## config.mk

```make
export PLATFORM = sky130hd
export DESIGN_NAME = bus_mailbox_responder
export DESIGN_NICKNAME = d
export VERILOG_FILES = /design/src/rtl/cpu_reg_package.sv /design/src/rtl/sync_fifo.sv /design/src/rtl/bus_mailbox_responder.sv
export SDC_FILE = /design/constraint.sdc
export NUM_CORES = 1
export LEC_CHECK = 0
export CAP_MARGIN = 20
export CORE_AREA = 2 2 223 225
export DETAILED_ROUTE_END_ITERATION = 10
export DIE_AREA = 0 0 225 227
export DONT_BUFFER_PORTS = 1
export HOLD_SLACK_MARGIN = 0.02
export PLACE_DENSITY = 0.61
export SLEW_MARGIN = 20
export SYNTH_ARGS = -nofsm -noshare
export SYNTH_HDL_FRONTEND = slang
export SYNTH_SLANG_ARGS = --single-unit
```

## constraint.sdc

```tcl
create_clock -name clk_i -period 10.4 [get_ports clk_i]
set_input_delay 2.6 -clock clk_i [delete_from_list [all_inputs] [get_ports clk_i]]
set_output_delay 2.6 -clock clk_i [all_outputs]
set_load 0.05 [all_outputs]
```

## src/rtl/cpu_reg_package.sv

```systemverilog
// Shared bus widths, mailbox register offsets and control/status bit layout.
package cpu_reg_package;

   localparam int address_width = 16;
   localparam int data_width    = 32;

   localparam int off_txdata  = 0;
   localparam int off_rxdata  = 1;
   localparam int off_status  = 2;
   localparam int off_control = 3;

   localparam int ctl_flush  = 0;
   localparam int ctl_pop    = 1;
   localparam int ctl_clear  = 2;
   localparam int ctl_irq_en = 3;

   function automatic logic [data_width-1:0] pack_status(
      input logic       tx_full,
      input logic       tx_empty,
      input logic       rx_full,
      input logic       rx_empty,
      input logic       tx_ovf,
      input logic       rx_unf,
      input logic       irq_en,
      input logic [7:0] rx_count
   );
      logic [data_width-1:0] s;
      s       = '0;
      s[0]    = tx_full;
      s[1]    = tx_empty;
      s[2]    = rx_full;
      s[3]    = rx_empty;
      s[4]    = tx_ovf;
      s[5]    = rx_unf;
      s[6]    = irq_en;
      s[15:8] = rx_count;
      return s;
   endfunction

endpackage

```

## src/rtl/sync_fifo.sv

```systemverilog
// Single-clock FIFO with flush; pop of a full FIFO frees room for a same-cycle push.
module sync_fifo #(
   parameter int depth = 8,
   parameter int width = 32,
   localparam int aw = $clog2(depth),
   localparam int cw = aw + 1
) (
   input  logic             clk,
   input  logic             reset,
   input  logic             push,
   input  logic             pop,
   input  logic             flush,
   input  logic [width-1:0] din,
   output logic             full,
   output logic             empty,
   output logic [cw-1:0]    count,
   output logic [width-1:0] head
);

   logic [width-1:0] mem [depth];
   logic [aw-1:0]    rd_ptr;
   logic [aw-1:0]    wr_ptr;
   logic             do_push;
   logic             do_pop;

   assign full    = (count == cw'(depth));
   assign empty   = (count == '0);
   assign head    = mem[rd_ptr];
   assign do_pop  = pop && !empty;
   assign do_push = push && (!full || do_pop);

   always_ff @(posedge clk) begin
      if (reset || flush) begin
         rd_ptr <= '0;
         wr_ptr <= '0;
         count  <= '0;
      end else begin
         if (do_push) wr_ptr <= wr_ptr + aw'(1);
         if (do_pop)  rd_ptr <= rd_ptr + aw'(1);
         unique case ({do_push, do_pop})
            2'b10:   count <= count + cw'(1);
            2'b01:   count <= count - cw'(1);
            default: count <= count;
         endcase
      end
   end

   // Storage is deliberately left out of reset; only pointers define validity.
   always_ff @(posedge clk) begin
      if (do_push && !flush && !reset) mem[wr_ptr] <= din;
   end

endmodule

```

## src/rtl/bus_mailbox_responder.sv

```systemverilog
// Four-register bus mailbox: TX FIFO toward fabric logic, RX FIFO toward the CPU.
module bus_mailbox_responder
   import cpu_reg_package::*;
#(
   parameter int base_address = 0,
   parameter int fifo_depth   = 8,
   localparam int cw = $clog2(fifo_depth) + 1
) (
   input  logic                     clk_i,
   input  logic                     reset_i,
   input  logic                     we_i,
   input  logic [address_width-1:0] address_i,
   input  logic [data_width-1:0]    data_i,
   output logic [data_width-1:0]    data_o,
   output logic [data_width-1:0]    tx_data_o,
   output logic                     tx_valid_o,
   input  logic                     tx_ready_i,
   input  logic [data_width-1:0]    rx_data_i,
   input  logic                     rx_valid_i,
   output logic                     rx_ready_o,
   output logic                     irq_o
);

   localparam logic [address_width-1:0] a_tx  = address_width'(base_address + off_txdata);
   localparam logic [address_width-1:0] a_rx  = address_width'(base_address + off_rxdata);
   localparam logic [address_width-1:0] a_st  = address_width'(base_address + off_status);
   localparam logic [address_width-1:0] a_ctl = address_width'(base_address + off_control);

   logic                  tx_full, tx_empty, rx_full, rx_empty;
   logic [cw-1:0]         tx_count, rx_count;
   logic [data_width-1:0] rx_head;
   logic                  tx_wr, ctl_wr, flush, tx_pop, rx_pop, rx_push;
   logic                  tx_drop, rx_unf_set, clear;
   logic                  tx_ovf, rx_unf, irq_en;
   logic [data_width-1:0] rd_value;

   assign tx_wr  = we_i && (address_i == a_tx);
   assign ctl_wr = we_i && (address_i == a_ctl);
   assign flush  = ctl_wr && data_i[ctl_flush];
   assign rx_pop = ctl_wr && data_i[ctl_pop];
   assign clear  = ctl_wr && data_i[ctl_clear];

   // Handshakes are masked during reset so nothing completes in that cycle.
   assign tx_valid_o = (tx_count != '0) && !reset_i;
   assign rx_ready_o = !rx_full && !reset_i;
   assign tx_pop     = tx_valid_o && tx_ready_i;
   assign rx_push    = rx_valid_i && rx_ready_o;

   assign tx_drop    = tx_wr && tx_full && !tx_pop;
   assign rx_unf_set = rx_pop && rx_empty;

   sync_fifo #(.depth(fifo_depth), .width(data_width)) u_tx_fifo (
      .clk   (clk_i),
      .reset (reset_i),
      .push  (tx_wr),
      .pop   (tx_pop),
      .flush (flush),
      .din   (data_i),
      .full  (tx_full),
      .empty (tx_empty),
      .count (tx_count),
      .head  (tx_data_o)
   );

   sync_fifo #(.depth(fifo_depth), .width(data_width)) u_rx_fifo (
      .clk   (clk_i),
      .reset (reset_i),
      .push  (rx_push),
      .pop   (rx_pop),
      .flush (flush),
      .din   (rx_data_i),
      .full  (rx_full),
      .empty (rx_empty),
      .count (rx_count),
      .head  (rx_head)
   );

   always_comb begin
      rd_value = '0;
      if (address_i == a_rx) begin
         rd_value = rx_empty ? '0 : rx_head;
      end else if (address_i == a_st) begin
         rd_value = pack_status(tx_full, tx_empty, rx_full, rx_empty,
                                tx_ovf, rx_unf, irq_en, 8'(rx_count));
      end
   end

   // A same-cycle set beats a clear on the sticky flags.
   always_ff @(posedge clk_i) begin
      if (reset_i) begin
         tx_ovf <= 1'b0;
         rx_unf <= 1'b0;
         irq_en <= 1'b0;
         data_o <= '0;
         irq_o  <= 1'b0;
      end else begin
         tx_ovf <= (tx_ovf && !clear) || tx_drop;
         rx_unf <= (rx_unf && !clear) || rx_unf_set;
         if (ctl_wr) irq_en <= data_i[ctl_irq_en];
         data_o <= rd_value;
         irq_o  <= irq_en && (!rx_empty || tx_ovf || rx_unf);
      end
   end

endmodule

```

==> flow_metrics.py, run 1 <==
metrics = {
    "outcome": {
        "status": "complete, no violations",
    },
    "clocking": {
        "clk_pin_slew_ps": 60,
        "cts_root_buffer": "clkbuf_16",
        "ctsHtreeMaxLevel": 2,
        "cts_tree": "yes",
        "cts_setup_buffers": 0,
        "hold_buffers": 0,
        "numCtsBuffers": 57,
        "insertion_delay_ps": 600,
        "cts_buffer_depth": 3,
        "post_cts_resized": 0,
        "clock-sinks": 574,
    },
    "cells_and_area": {
        "n_antenna_cell": 0,
        "nNetsFinal": 1139,
        "seq_area_um2": 16630,
        "syn2layout_area_growth_pct": 11.93,
        "multi_input_area_um2": 4901,
        "final_cells": 1714,
        "drive_above_1_share_pct": 27.93,
        "fill_cells": 3872,
        "fin_util_pct": 50.00,
    },
    "setup_path": {
        "crit_chain": "nor2b_1",
        "crit_fanout": 23,
        "crit_buf_inv": 0,
        "crit_family": "simple AND/OR/NAND/NOR gates",
        "rr_worst_depth": 9,
        "worstSetupPathType": "in -> out",
        "startpoint_type": "primary input",
        "rrSetupSlack_ps": 7490,
        "timing.rr.end": "u_tx_fifo.count[3]",
        "cp.arrival_ps": 3310,
        "cpPeakStageDelay_ps": 700,
        "cp.required_ps": 7800,
        "cp-end-kind": "output pin",
        "crit_slowest_cell": "nor2b_1",
        "regToRegStartpoint": "u_tx_fifo.count[1]",
    },
    "synth": {
        "synth_area_um2": 21690,
        "synth-main-ff-cell": "edfxtp_1",
        "synthCells": 1015,
        "synth_seq_cells": 574,
        "synth.yosys.warnings": 0,
        "syn-num-nets": 1111,
        "synth_area_leaders": "edfxtp_1 (71%), mux4_2 (13%), dfxtp_1 (5.7%)",
        "async_flop_share_pct": 0,
        "synth_edf_count": 512,
        "ys_types": 53,
        "yosysSeqAreaShare_pct": 76.62,
        "yosysTopAreaCell": "edfxtp_1",
        "syn_avg_cell_area_um2": 21.37,
        "synth_top_area_share_pct": 70.89,
    },
    "floorplan": {
        "dieWidth_um": 225,
        "ios": 152,
        "initial_utilization_pct": 44.67,
        "fp-row-count": 81,
        "core_um2": 48550,
        "die_h_um": 227,
        "die-area_um2": 51080,
    },
    "global_routing": {
        "antenna_found_initial": 0,
        "grt_pass1_wl_um": 62490,
        "gr-total-overflow": 0,
        "track_usage_pct": 16.60,
        "grt_pass1_vias": 10030,
        "grt_max_degree": 65,
    },
    "place": {
        "gp_congestion": 0.7263,
        "dp_cells": 1606,
        "port-buffer-count": 0,
        "dpl.hpwl_um": 21870,
    },
    "sta": {
        "rsz0062_at_grt": "false",
        "fin_setup_tns_ps": 0,
        "finClkSkew_ps": 17.35,
        "max_slew_margin_pct": 32.01,
        "hold_viol": 0,
        "tightest_slew_ps": 1020,
        "maxSlewViolCount": 0,
        "fmax_ghz": 0.1693,
        "min_period_ps": 5906,
        "fin_crit_sh_pct": 56.79,
        "finalSetupViolCount": 0,
        "fin_hold_ws_ps": 477.9,
    },
    "route": {
        "num_vias": 9564,
        "routed_wl_um": 41760,
        "wl_per_cell_um": 24.37,
        "ant_nets": 0,
        "drc": 0,
        "routed_via_density": 5.580,
        "drt_iter0_drc": 579,
        "drtPass1Iterations": 5,
    },
    "pwr": {
        "power-per-cell-area_nw_per_um2": 184.2,
        "p_sw_w": 0.0008600,
        "sequentialPowerShare_pct": 56.5,
        "power_frac_clock_pct": 42.8,
        "peakVddDrop_uv": 168.8,
        "p_int_w": 0.003611,
        "leakagePower_nw": 7.318,
        "switching_share_pct": 19.24,
        "power_frac_comb_pct": 0.7,
    },
    "min_path": {
        "worstHoldPathType": "reg -> reg",
        "min_path_cells": 2,
        "hold_start": "u_rx_fifo.rd_ptr[2]",
    },
    "flow_run": {
        "cap_violations": 0,
    },
}
==> layer usage <==
metal	part of all wire, %	GRT usage, %	vias to the layer above
li1	-	-	4248
met1	41	20.83	5075
met2	51	28.44	200
met3	6.6	5.150	41
met4	1.4	3.781	0
met5	0	0	-
==> through the flow <==
step	setup WS (ps)	power, W	area [µm²]
global placement	4483	0.002608	22500
detailed placement	4486	0.002608	22500
global route	4434	0.004625	24270
finish	4494	0.004471	24270
floorplan	3326	0.002599	21690
CTS	4486	0.004530	24270
==> tightest hold or removal path, stage by stage, from the launching register on <==
cell and delay [ps]:
dfxtp_1 310, o31ai_1 60, a21oi_1 70
==> cells in the final DEF, fill, tap and decap left out, types with 5 or more instances in the layout <==
master | synthesis | final
clkbuf_16 | 0 | 57
o21ai_0 | 7 | 7
a21oi_1 | 16 | 16
nand2_1 | 8 | 8
dfxtp_1 | 62 | 56
nor2_1 | 53 | 43
clkbuf_8 | 0 | 9
nor2_4 | 0 | 10
nand3_1 | 9 | 9
o22ai_1 | 5 | 5
xor2_1 | 6 | 6
mux2_2 | 32 | 32
ha_1 | 10 | 10
o2bb2ai_1 | 7 | 7
clkbuf_1 | 26 | 12
nor4_2 | 3 | 5
edfxtp_1 | 512 | 512
or4_1 | 5 | 5
mux2i_1 | 35 | 35
inv_1 | 6 | 6
mux4_2 | 128 | 128
clkinv_2 | 0 | 19
buf_4 | 1 | 22
==> registers in the layout, indices dropped and copies added (netlist names), 3 cells and up, named ones only <==
signal            count
u_rx_fifo.wr_ptr      3
u_rx_fifo.rd_ptr      3
u_tx_fifo.count       4
u_rx_fifo.mem       256
u_rx_fifo.count       4
u_tx_fifo.rd_ptr      3
u_tx_fifo.wr_ptr      3
u_tx_fifo.mem       256
data_o               32
==> area by class of cell <==
| type | instances | share of cell area (%) |
|---|---|---|
| tap | 622 | 3.206 |
| clock inverter | 30 | 0.7577 |
| timing repair buffer | 22 | 0.6804 |
| inverter | 6 | 0.09278 |
| multi-input combinational | 382 | 20.19 |
| sequential | 574 | 68.50 |
| clock buffer | 78 | 6.572 |
==> how the worst max path moves through the flow <==
| stage | from | end | slack, ps | cells past startpoint |
|---|---|---|---|---|
| after floorplan | address_i[2] | u_tx_fifo.mem[0][0] | 3330 | 5 |
| after global placement | reset_i | tx_valid_o | 4480 | 1 |
| after detailed placement | reset_i | tx_valid_o | 4490 | 1 |
| after CTS | reset_i | tx_valid_o | 4490 | 1 |
| after global routing | flip-flop | tx_data_o[9] | 4430 | 3 |
| final | reset_i | tx_valid_o | 4490 | 1 |
==> synth_stat cells, types with 4 or more instances <==
master and count:
clkbuf_1 26, nand3_1 9, o2bb2ai_1 7, nor3_1 4, o21ai_0 7, nor2_1 53
mux4_2 128, buf_2 17, buf_6 4, nand2_1 8, buf_1 4, ha_1 10
o31ai_1 4, mux2_2 32, o22ai_1 5, inv_1 6, edfxtp_1 512, dfxtp_1 62
a21oi_1 16, xor2_1 6, mux2i_1 35, or4_1 5
==> power by group through the flow <==
stage	Combinational, W	Clock, W	Sequential [W]
finish	0.0000331	0.00191	0.00253
global route	0.0000370	0.00206	0.00252
CTS	0.0000342	0.00197	0.00253
detailed placement	0.0000341	0	0.00257
global placement	0.0000342	0	0.00257
floorplan	0.0000261	0	0.00257
==> cells by family after synthesis <==
family / after synthesis / synth area share [%]
muxes: 195 / 16.57
buffers and inverters: 59 / 1.281
adders and majority gates: 11 / 0.6692
DFF: 574 / 76.62
AOI/OAI and AO/OA: 50 / 1.500
and+or+nand+nor: 118 / 3.040
xor gates and xnor gates: 8 / 0.3231
(Power assumes the default switching activity.)
==> run 2, diff against run 1 <==
==> constraint.sdc (replaced) <==
create_clock -name clk_i -period 5.9 [get_ports clk_i]
set_input_delay 1.475 -clock clk_i [delete_from_list [all_inputs] [get_ports clk_i]]
set_output_delay 1.475 -clock clk_i [all_outputs]
set_load 0.05 [all_outputs]
==> run 2 against run 1 <==
Sequential power increased by 76%. Highest routed layer unchanged. Design area increased by 1.2%. First-iteration DRC count increased by 17%. Clock power increased by 95%. Largest power group unchanged. Sequential share of layout area decreased by 0.80 points. Die area unchanged. Register-to-register slack got worse by 4600 ps. Critical endpoint is now tx_data_o[29]. Worst setup slack got worse by 2900 ps. Critical path type is now reg -> out. Power increased by 84%.
==> flow_metrics.py, run 2 (synthesized netlist as in run 1, its figures left out) <==
metrics = {
    "cells_and_area": {
        "final_cells": 1709,
        "nNetsFinal": 1139,
        "final_common_cell": "edfxtp_1",
        "n_antenna_cell": 0,
        "final_cell_mix": "edfxtp_1 (512), mux4_2 (128), clkbuf_16 (57)",
        "top_regs": "u_rx_fifo.mem (256), u_tx_fifo.mem (256), data_o (32)",
        "drive_above_1_share_pct": 27.41,
        "syn2layout_area_growth_pct": 13.25,
    },
    "sta": {
        "finalWorstSetupSlack_ps": 1563,
        "fin_setup_tns_ps": 0,
        "finalSetupViolCount": 0,
        "fmax_ghz": 0.2306,
        "hold_viol": 0,
        "max_slew_margin_pct": 29.94,
        "fin_crit_sh_pct": 73.50,
        "finClkSkew_ps": 28.16,
        "tightest_slew_ps": 1048,
        "rsz0062_at_grt": "false",
        "maxSlewViolCount": 0,
        "min_period_ps": 4337,
    },
    "clocking": {
        "ctsHtreeMaxLevel": 2,
        "clk_pin_slew_ps": 60,
        "insertion_delay_ps": 620,
        "hold_buffers": 0,
        "numCtsBuffers": 57,
        "cts_root_buffer": "clkbuf_16",
        "cts_setup_buffers": 0,
        "clock-sinks": 574,
        "cts_tree": "yes",
        "post_cts_resized": 0,
        "cts_buffer_depth": 3,
    },
    "setup_path": {
        "cp-end-kind": "output pin",
        "crit_slowest_cell": "dfxtp_2",
        "crit_family": "multiplexers",
        "cp.arrival_ps": 2860,
        "rr_worst_depth": 5,
        "cpPeakStageDelay_ps": 750,
        "startpoint_type": "flip-flop",
        "worstSetupPathType": "reg -> out",
        "regToRegStartpoint": "u_rx_fifo.count[1]",
        "cp_num_cells": 3,
        "crit_chain": "buf_4 > mux4_2 > mux2_2",
        "crit_fanout": 40,
        "crit_buf_inv": 1,
        "cp.required_ps": 4430,
    },
    "place": {
        "dpl.hpwl_um": 23470,
        "place_ws_ps": 1680,
        "port-buffer-count": 0,
        "dp_cells": 1601,
        "gp_congestion": 0.7374,
    },
    "global_routing": {
        "grt_max_degree": 48,
        "track_usage_pct": 16.26,
        "grt_pass1_vias": 10108,
        "antenna_found_initial": 0,
        "gr-total-overflow": 0,
        "grt_pass1_wl_um": 61750,
    },
    "outcome": {
        "status": "complete, no violations",
    },
    "route": {
        "drc": 0,
        "wl_per_cell_um": 24.05,
        "drt_iter0_drc": 680,
        "ant_nets": 0,
        "num_vias": 9531,
        "routed_wl_um": 41090,
        "drtPass1Iterations": 5,
        "routed_via_density": 5.577,
    },
    "floorplan": {
        "dieWidth_um": 225,
        "fp-row-count": 81,
        "initial_utilization_pct": 44.67,
        "die-area_um2": 51080,
        "core_um2": 48550,
        "ios": 152,
        "die_h_um": 227,
    },
    "min_path": {
        "min_path_cells": 2,
        "worstHoldPathType": "reg -> reg",
        "hold_start": "u_rx_fifo.rd_ptr[2]",
    },
    "pwr": {
        "power-per-cell-area_nw_per_um2": 335.7,
        "leakagePower_nw": 7.401,
        "peakVddDrop_uv": 275.5,
    },
    "flow_run": {
        "cap_violations": 0,
    },
}
==> run 2: cell types whose count changed in the layout (fill, tap and decap cells not counted), sizes merged <==
| cell | delta |
|---|---|
| inv | -1 |
| clkinvlp | +1 |
| clkinv | -12 |
| clkbuf | -2 |
| bufinv | +9 |
==> run 2: worst paths after layout <==
path	to	slack, ps
max	tx_data_o[29]	1560
min	flip-flop	480
max reg2reg	u_rx_fifo.mem[7][21]	2850
min reg2reg	flip-flop	480
==> run 2: metal layers <==
metal | wire [µm] | vias up | global-route usage, %
met3 | 2571 | 62 | 4.388
met5 | 0 | - | 0
met1 | 16780 | 5005 | 20.27
li1 | - | 4252 | -
met4 | 959 | 0 | 5.490
met2 | 20780 | 212 | 27.70
==> run 2: final cells by class <==
cell class                      count  area (µm²)
Clock buffer                       76        1548
Clock inverter                     27       414.1
Timing Repair Buffer               22       250.2
Inverter                            6       22.52
Tap cell                          622       778.2
Multi-Input combinational cell    382        4918
Sequential cell                   574       16630
Fill cell                        3833       23990
==> run 2: through the flow <==
stage               total power (W)  hold WS (ps)  utilization, %  cell area [µm²]
floorplan                  0.004581         439.7               -            21700
global placement           0.004597         461.1           46.30            22480
detailed placement         0.004599         470.1           46.30            22480
CTS                        0.008338         478.4           50.34            24440
global route               0.008494         520.2           50.59            24560
finish                     0.008244         477.1           50.59            24560
==> run 2: where the power goes <==
part	total (W)	switching, W	internal, W
Clock	0.00373	0.00149	0.00224
Combinational	0.0000599	0.0000365	0.0000234
Sequential	0.00445	0.00000830	0.00444
==> run 2: worst min-delay path, stage by stage (launching register included) <==
cell     delay [ps]
dfxtp_1         310
o31ai_1          60
a21oi_1          70
==> run 3, diff against run 2 <==
==> constraint.sdc (replaced) <==
create_clock -name clk_i -period 4.5 [get_ports clk_i]
set_input_delay 1.125 -clock clk_i [delete_from_list [all_inputs] [get_ports clk_i]]
set_output_delay 1.125 -clock clk_i [all_outputs]
set_load 0.05 [all_outputs]
==> run 3 against run 2 <==
Sequential cell count is the same. Critical path depth stayed put. Register-to-register slack worse by 1300 ps. First-iteration DRC count decreased by 25%. Non-clock buffer count up 8. Die area did not move. Routed wire length barely moved. Count of clock-buffer cells in the layout is 8 higher. Power up 29%. Clock skew grew 13 ps. Design area is 0.18% lower. Via count rose by 1.7%. Largest power group unchanged.
==> flow_metrics.py, run 3 (synthesized netlist as in run 1, its figures left out) <==
metrics = {
    "route": {
        "highest_layer": "met4",
        "ant_nets": 0,
        "drc": 0,
        "num_vias": 9696,
        "drtPass1Iterations": 5,
        "wl_per_cell_um": 23.87,
        "met3_length_um": 2779,
        "routed_wl_um": 41110,
        "drt_iter0_drc": 513,
        "routed_via_density": 5.631,
        "met1Wirelength_um": 16600,
        "wl_met2_um": 21020,
    },
    "cells_and_area": {
        "final_cell_mix": "edfxtp_1 (512), mux4_2 (128), clkbuf_16 (57)",
        "n_antenna_cell": 0,
        "fill_cells": 3840,
        "top_regs": "u_rx_fifo.mem (256), u_tx_fifo.mem (256), data_o (32)",
        "nNetsFinal": 1147,
        "final_common_cell": "edfxtp_1",
        "final_cell_area_um2": 24510,
        "syn2layout_area_growth_pct": 13.04,
        "drive_above_1_share_pct": 27.18,
        "final_cells": 1722,
    },
    "floorplan": {
        "dieWidth_um": 225,
        "core_um2": 48550,
        "initial_utilization_pct": 44.67,
        "die-area_um2": 51080,
        "die_h_um": 227,
        "ios": 152,
        "fp-row-count": 81,
    },
    "setup_path": {
        "worstSetupPathType": "reg -> out",
        "cp.arrival_ps": 2730,
        "regToRegStartpoint": "u_tx_fifo.count[1]",
        "cp-end-kind": "output pin",
        "crit_fanout": 33,
        "startpoint_type": "flip-flop",
        "cp.required_ps": 3380,
    },
    "place": {
        "dp_cells": 1614,
        "gp_congestion": 0.7155,
        "port-buffer-count": 0,
        "dpl.hpwl_um": 23890,
        "placed_cell_area_um2": 22620,
    },
    "clocking": {
        "cts_buffer_depth": 3,
        "ctsHtreeMaxLevel": 2,
        "cts_tree": "yes",
        "post_cts_resized": 0,
        "hold_buffers": 0,
        "numCtsBuffers": 57,
        "insertion_delay_ps": 620,
        "cts_root_buffer": "clkbuf_16",
        "cts_setup_buffers": 0,
        "clk_pin_slew_ps": 60,
        "clock-sinks": 574,
    },
    "sta": {
        "min_period_ps": 3859,
        "max_slew_margin_pct": 35.69,
        "maxSlewViolCount": 0,
        "finalSetupViolCount": 0,
        "tightest_slew_ps": 964.7,
        "fmax_ghz": 0.2591,
        "rsz0062_at_grt": "false",
        "finClkSkew_ps": 41.65,
        "fin_crit_sh_pct": 85.76,
        "fin_setup_tns_ps": 0,
        "hold_viol": 0,
    },
    "pwr": {
        "p_sw_w": 0.001987,
        "power_frac_comb_pct": 0.7,
        "switching_share_pct": 18.65,
        "power_frac_clock_pct": 44.5,
        "peakVddDrop_uv": 303.0,
        "sequentialPowerShare_pct": 54.8,
        "power-per-cell-area_nw_per_um2": 434.5,
        "fin_total_pwr_w": 0.01065,
        "p_int_w": 0.008665,
        "leakagePower_nw": 7.394,
    },
    "global_routing": {
        "grt_pass1_vias": 10194,
        "antenna_found_initial": 0,
        "track_usage_pct": 16.52,
        "grt_pass1_wl_um": 62520,
        "grt_max_degree": 65,
        "gr-total-overflow": 0,
    },
    "flow_run": {
        "cap_violations": 0,
    },
    "min_path": {
        "hold_start": "u_rx_fifo.rd_ptr[2]",
        "worstHoldPathType": "reg -> reg",
    },
    "outcome": {
        "status": "complete, no violations",
    },
}
[run 3: cell count changes in the layout (fill, tap and decap cells not counted), moves of 2 or more]
| cell | before | now |
|---|---|---|
| buf_16 | 3 | 0 |
| buf_4 | 17 | 28 |
| bufinv_16 | 9 | 7 |
| clkbuf_1 | 14 | 24 |
| clkbuf_8 | 5 | 3 |
| clkinv_1 | 4 | 6 |
| clkinvlp_4 | 3 | 0 |
| nor3_2 | 2 | 0 |
| nor3_4 | 0 | 2 |
| nor3b_2 | 4 | 2 |
| nor3b_4 | 0 | 2 |
[run 3: final cells by class]
class                           instances  area [µm²]  share of cell area (%)
Clock buffer                           84        1558                   6.354
Sequential cell                       574       16630                   67.84
Clock inverter                         24       331.6                   1.353
Tap cell                              622       778.2                   3.175
Timing Repair Buffer                   30       250.2                   1.021
Inverter                                6       22.52                 0.09187
Multi-Input combinational cell        382        4943                   20.17
[run 3: worst paths after layout]
kind | endpoint | slack [ps] | cells past startpoint
max | tx_data_o[19] | 640 | 3
min | flip-flop | 480 | 2
max reg2reg | u_tx_fifo.count[3] | 1580 | 9
min reg2reg | flip-flop | 480 | 2
[run 3: stage by stage]
step	util, %	hold WS [ps]	setup slack (ps)
2_1_floorplan	-	439.7	235.4
3_3_place_gp	46.60	467.2	975.5
3_5_place_dp	46.60	474.8	936.6
4_1_cts	50.49	482.8	533.7
5_1_grt	50.50	503.4	469.5
6_report	50.50	476.5	640.8
[run 3: worst max-delay path: stages, from the launching register on]
cell     delay, ps
dfxtp_4        800
buf_4          330
mux4_2         540
mux2_2         410
[run 3: power by group through the flow]
stage | Sequential (W) | Combinational (W) | Clock (W)
floorplan | 0.00595 | 0.0000614 | 0
global placement | 0.00595 | 0.0000810 | 0
detailed placement | 0.00595 | 0.0000819 | 0
CTS | 0.00584 | 0.0000820 | 0.00488
global route | 0.00584 | 0.0000878 | 0.00508
finish | 0.00584 | 0.0000790 | 0.00474
[run 3: metal layers]
metal | up-vias | track usage [%]
li1 | 4278 | -
met1 | 5122 | 20.26
met2 | 240 | 28.73
met3 | 56 | 5.059
met4 | 0 | 4.080
met5 | - | 0
